==> config.mk <==
export PLATFORM = sky130hd
export DESIGN_NAME = systolic_mm_ctrl
export DESIGN_NICKNAME = d
export VERILOG_FILES = /design/src/rtl/systolic_mm_ctrl.sv
export SDC_FILE = /design/constraint.sdc
export NUM_CORES = 1
export LEC_CHECK = 0
export ABC_AREA = 1
export BUFFER_PORTS_ARGS = -buffer_cell sky130_fd_sc_hd__buf_2
export CORE_MARGIN = 5
export CORE_UTILIZATION = 50
export DETAILED_ROUTE_END_ITERATION = 10
export HOLD_SLACK_MARGIN = 0.12
export PLACE_DENSITY_LB_ADDON = 0.12
export SLEW_MARGIN = 20
export SYNTH_ARGS = -nofsm -noshare
export SYNTH_HDL_FRONTEND = slang
export SYNTH_SLANG_ARGS = --single-unit
==> constraint.sdc <==
create_clock -name clk -period 7.5 [get_ports clk]
set_input_delay 0.75 -clock clk [delete_from_list [all_inputs] [get_ports clk]]
set_output_delay 0.75 -clock clk [all_outputs]
set_load 0.01 [all_outputs]
==> src/rtl/systolic_mm_ctrl.sv <==
// Sequencing controller for a 3x3 output-stationary systolic MAC array.
// Latches A/B, clears the array, drives the skewed feeds, drains and captures C.
module systolic_mm_ctrl #(
    parameter int DATA_W       = 8,
    parameter int ACC_W        = 8,
    parameter int DRAIN_CYCLES = 2
) (
    input  logic                  clk,
    input  logic                  reset,
    input  logic                  start,
    input  logic [9*DATA_W-1:0]   a_flat,
    input  logic [9*DATA_W-1:0]   b_flat,
    output logic                  busy,
    output logic                  done,
    output logic                  mac_clr,
    output logic                  mac_en,
    output logic [3*DATA_W-1:0]   feed_a,
    output logic [3*DATA_W-1:0]   feed_b,
    input  logic [9*ACC_W-1:0]    c_flat,
    output logic [9*ACC_W-1:0]    result_flat
);

    localparam int STEP_W = $clog2(DRAIN_CYCLES + 5);
    localparam logic [STEP_W-1:0] LAST_FEED  = STEP_W'(4);
    localparam logic [STEP_W-1:0] LAST_DRAIN = STEP_W'(DRAIN_CYCLES - 1);

    typedef enum logic [2:0] {
        ST_IDLE    = 3'd0,
        ST_CLEAR   = 3'd1,
        ST_FEED    = 3'd2,
        ST_DRAIN   = 3'd3,
        ST_CAPTURE = 3'd4,
        ST_DONE    = 3'd5
    } state_t;

    state_t              state_r;
    logic [STEP_W-1:0]   step_r;
    logic [9*DATA_W-1:0] a_r;
    logic [9*DATA_W-1:0] b_r;

    // Row i enters the array skewed by i steps: a_i = A[i][k-i].
    function automatic logic [3*DATA_W-1:0] row_feed(input logic [9*DATA_W-1:0] m,
                                                     input logic [STEP_W-1:0]   k);
        logic [3*DATA_W-1:0] f;
        f = '0;
        for (int i = 0; i < 3; i++) begin
            if ((int'(k) >= i) && ((int'(k) - i) <= 2)) begin
                f[DATA_W*i +: DATA_W] = m[DATA_W*(3*i + int'(k) - i) +: DATA_W];
            end else begin
                f[DATA_W*i +: DATA_W] = '0;
            end
        end
        return f;
    endfunction

    // Column j enters the array skewed by j steps: b_j = B[k-j][j].
    function automatic logic [3*DATA_W-1:0] col_feed(input logic [9*DATA_W-1:0] m,
                                                     input logic [STEP_W-1:0]   k);
        logic [3*DATA_W-1:0] f;
        f = '0;
        for (int j = 0; j < 3; j++) begin
            if ((int'(k) >= j) && ((int'(k) - j) <= 2)) begin
                f[DATA_W*j +: DATA_W] = m[DATA_W*(3*(int'(k) - j) + j) +: DATA_W];
            end else begin
                f[DATA_W*j +: DATA_W] = '0;
            end
        end
        return f;
    endfunction

    // Sequencer: state, step counter, operand latches and all registered outputs.
    always_ff @(posedge clk) begin
        if (!reset) begin
            state_r     <= ST_IDLE;
            step_r      <= '0;
            a_r         <= '0;
            b_r         <= '0;
            busy        <= 1'b0;
            done        <= 1'b0;
            mac_clr     <= 1'b0;
            mac_en      <= 1'b0;
            feed_a      <= '0;
            feed_b      <= '0;
            result_flat <= '0;
        end else begin
            case (state_r)
                ST_IDLE, ST_DONE: begin
                    done   <= 1'b0;
                    mac_en <= 1'b0;
                    feed_a <= '0;
                    feed_b <= '0;
                    step_r <= '0;
                    if (start) begin
                        a_r     <= a_flat;
                        b_r     <= b_flat;
                        busy    <= 1'b1;
                        mac_clr <= 1'b1;
                        state_r <= ST_CLEAR;
                    end else begin
                        busy    <= 1'b0;
                        mac_clr <= 1'b0;
                        state_r <= ST_IDLE;
                    end
                end
                ST_CLEAR: begin
                    mac_clr <= 1'b0;
                    mac_en  <= 1'b1;
                    step_r  <= '0;
                    feed_a  <= row_feed(a_r, '0);
                    feed_b  <= col_feed(b_r, '0);
                    state_r <= ST_FEED;
                end
                ST_FEED: begin
                    if (step_r == LAST_FEED) begin
                        step_r  <= '0;
                        feed_a  <= '0;
                        feed_b  <= '0;
                        state_r <= ST_DRAIN;
                    end else begin
                        step_r  <= step_r + STEP_W'(1);
                        feed_a  <= row_feed(a_r, step_r + STEP_W'(1));
                        feed_b  <= col_feed(b_r, step_r + STEP_W'(1));
                        state_r <= ST_FEED;
                    end
                end
                ST_DRAIN: begin
                    // The last drain cycle is when cell (2,2) takes its final term.
                    if (step_r == LAST_DRAIN) begin
                        step_r  <= '0;
                        mac_en  <= 1'b0;
                        state_r <= ST_CAPTURE;
                    end else begin
                        step_r  <= step_r + STEP_W'(1);
                        state_r <= ST_DRAIN;
                    end
                end
                ST_CAPTURE: begin
                    result_flat <= c_flat;
                    busy        <= 1'b0;
                    done        <= 1'b1;
                    state_r     <= ST_DONE;
                end
                default: begin
                    state_r <= ST_IDLE;
                    step_r  <= '0;
                    busy    <= 1'b0;
                    done    <= 1'b0;
                    mac_clr <= 1'b0;
                    mac_en  <= 1'b0;
                    feed_a  <= '0;
                    feed_b  <= '0;
                end
            endcase
        end
    end

endmodule

==> key figures <==
Pwr
  – Clock share of power: about two fifths
  – Pwr dens: about 250 mW/mm2
  – Logic pwr share: a little under a fifth
  – Seq pwr share: approximately two fifths
  – Sw Ratio: ~30%
  – Static Leak: around 0.0077 uW
  – VDD IR max: between 0.2 and 0.25 mV
  – Internal: ~2800 uW
  – Net Switching: roughly 1200 uW
  – Total power draw: about 3900 uW

Clock network
  – Worst-Skew Late Latency: around 550 ps
  – CTS tree: done
  – CTS Buf Count: 29
  – Sink Count: between 200 and 300
  – CTS resizes: 0
  – CTS clk-pin slew, worst paths: approximately 60 ps
  – Post-CTS Setup Bufs: 0
  – Post-CTS Hold Buffers: 0
  – Clock root buffer: clkbuf_16
  – Clk buf depth: 3
  – CTS H-Tree Depth: 1

Floorplanning
  – DIE HEIGHT: 169 um
  – Row cnt: 58
  – Core Area: around 0.025 mm2
  – DIE WIDTH: roughly 170 um
  – Initial Utilization: between 50% and 60%
  – Die Area: 0.0287 mm2
  – # IOs: roughly 340

Global route
  – All-Layer GR Usage: approximately 28%
  – Largest net degree at the start of global routing: 101
  – Met1 Use GR: a little under two fifths
  – Global-route wire length before repair: about 65 mm
  – Vias in the first global route: between 10000 and 15000
  – Antenna violations before repair: 5
  – Total gr overflow: 0
  – Busiest layer in global routing: met2
  – Met3 usage: under 10%
  – Met2 GRT Util: between 40% and 50%

Synth
  – Seq/Total Area, Yosys: 43.2%
  – Synthesized area: roughly 0.013 mm2
  – Commonest register cell after synthesis: dfxtp_1
  – Post-synthesis register bit count: about 270
  – Syn avg cell area: between 6 and 7 um2
  – Ys Warns: 0
  – Synth Net Count: ~2200
  – Async SR Flop Fraction: 0%
  – Post-synth cell types: 34
  – Count of flip-flops with a built-in enable after synthesis: 0
  – Mapped Cells: around 1900

Cells and area
  – Share of layout cells above drive strength 1: 19.3%
  – Final #Nets: 2411
  – Area growth syn-to-layout: 21.5%
  – Fillers: roughly 2400
  – # diodes: 0

Timing
  – Setup Skew: 18.9 ps
  – Relative slew margins: about a third
  – Final setup vio count: 0
  – RSZ-0062 raised after global routing: no
  – FMAX: 186 MHz
  – Hold slack: slightly above 400 ps
  – Final hold vios: 0
  – Max-slew violation count: 0
  – Least-Margin Pin Slew: about 1000 ps
  – Final TNS setup: 0 ps
  – Setup WS post-layout: around 2100 ps
  – Final min period: 5390 ps
  – Crit share post-route: ~70%

Placement
  – Pre-CTS setup slack: approximately 2200 ps
  – Dpl hpwl: around 30 mm
  – RD Place Congestion: just over 0.9
  – Port bufs: between 300 and 400

Route
  – Total wire length: around 42 mm
  – Vias per inst: between 5 and 6
  – Violation count after the first detailed-routing iteration: 966
  – DRC violations left: 0
  – Wire per inst: around 16 um
  – Number of routed nets with antenna violations: 0
  – Total iterations of the first detailed-routing run: 5
  – Vias post-DR: approximately 13000

Critical path
  – CP max stage delay: a little under 800 ps
  – Critical path start-end classification: flop to flop
  – Crit path cell chain: inv_2 > ha_1 > buf_4 > inv_2 > nand2_1 > nand2_1 > ha_1 > fa_1 > clkinv_1 > nand2_1 > inv_1 > nand2_1 > nand2_1 > nor2_1 > nand2_1 > a21oi_1
  – Top Family by Delay on Critical Path: buffers and inverters
  – WP data required: approximately 8000 ps
  – Most numerous cell on the critical path: nand2_1
  – Startpoint Class: flop
  – WP data arrival: 5870 ps
  – Buf/Inv on CP: 5
  – Crit. End Element: flop
  – Critical path's slowest cell: nand2_1
  – Worst-path fanout max: 50

Flow run
  – Max-Cap Viols: 0

Worst hold path
  – HP Class: input pin to flop

Run status
  – Run status: completed
-- final timing paths --
path,cells after the start,from,slack [ps],to
worst min-delay path,3,c_flat[49],410,result_flat[49]$_SDFFE_PN0P_
worst min register to register,2,a_r[12]$_SDFFE_PN0P_,450,a_r[12]$_SDFFE_PN0P_
worst max register to register,16,step_r[0]$_SDFFE_PN0N_,2110,feed_b[9]$_SDFFE_PN0N_
worst max-delay path,16,step_r[0]$_SDFFE_PN0N_,2110,feed_b[9]$_SDFFE_PN0N_
-- cell families after synthesis --
logic type	Yosys count	share of synthesized area, %
and+or+nand+nor	902	27.9
AOI/OAI and AO/OA	434	17.7
buffers and inverters	285	9.22
DFF	274	43.2
adders and majority gates	18	1.83
xor gates and xnor gates	2	0.138
-- power groups by stage --
| stage | Combinational (uW) | Clock, uW | Sequential (uW) |
|---|---|---|---|
| finish | 737 | 1600 | 1590 |
| global route | 835 | 1680 | 1590 |
| CTS | 730 | 1610 | 1590 |
| detailed placement | 726 | 0 | 1620 |
| global placement | 720 | 0 | 1610 |
| floorplan | 516 | 0 | 1600 |
-- per-layer routing --
metal  routed length, um  part of all wire, %
met1               18000                   43
met2               19200                   46
met3                3380                  8.1
met4                 991                  2.4
met5                  43                 0.10
-- per-stage QoR --
stage,std cells,cell area [um2],utilization (%)
finish,2527,15400,61.5
global route,2527,15400,61.5
CTS,2527,15400,61.5
detailed placement,2473,14400,57.2
global placement,2473,14400,57.2
floorplan,1915,12700,-
-- placed cells by master, fill, tap and decap left out, types with 10 or more instances in the layout --
master | netlist | routed
nand2_1 | 574 | 574
inv_1 | 154 | 154
o211ai_1 | 22 | 22
a21oi_1 | 186 | 186
nand3_1 | 89 | 89
ha_1 | 17 | 17
o21ai_0 | 214 | 214
nor2_1 | 225 | 224
buf_4 | 12 | 10
buf_2 | 45 | 341
dfxtp_1 | 274 | 273
clkbuf_16 | 0 | 29
-- cell type report --
cell class / count / area, um2 / area share, %
clock buffer: 38 / 830 / 5.37
inverter: 162 / 609 / 3.95
timing repair buffer: 351 / 1780 / 11.5
tap: 330 / 413 / 2.68
multi-input combinational: 1356 / 6070 / 39.3
clock inverter: 16 / 245 / 1.59
sequential: 274 / 5490 / 35.6
-- Yosys cell counts, types with 2 or more instances --
cell type	count	area (um2)
nor2_2	2	12.5
o21ai_1	4	20.0
nand3_1	89	445
clkinv_1	3	11.3
buf_2	45	225
nor2_1	225	845
o31ai_1	2	15.0
clkbuf_1	63	236
nand2_1	574	2150
nor3_1	2	10.0
inv_1	154	578
o211ai_1	22	165
buf_4	12	90.1
a21oi_1	186	931
nand2_2	3	18.8
nand3b_1	2	15.0
o21ai_0	214	1070
buf_1	3	11.3
dfxtp_1	274	5490
ha_1	17	213
inv_2	5	18.8
nor3_2	2	20.0
-- state kept, by name, indices dropped and copies added, names as in the netlist --
| signal | cells |
|---|---|
| mac_clr | 1 |
| b_r | 72 |
| busy | 1 |
| result_flat | 72 |
| mac_en | 1 |
| state_r | 3 |
| a_r | 72 |
| step_r | 3 |
| feed_a | 24 |
| feed_b | 24 |
| done | 1 |
-- worst min-delay path, delay by kind of cell --
family / cells / cell delay [ps]
buffers and inverters: 1 / 70
and+or+nand+nor: 2 / 110
(Power assumes the default switching activity.)
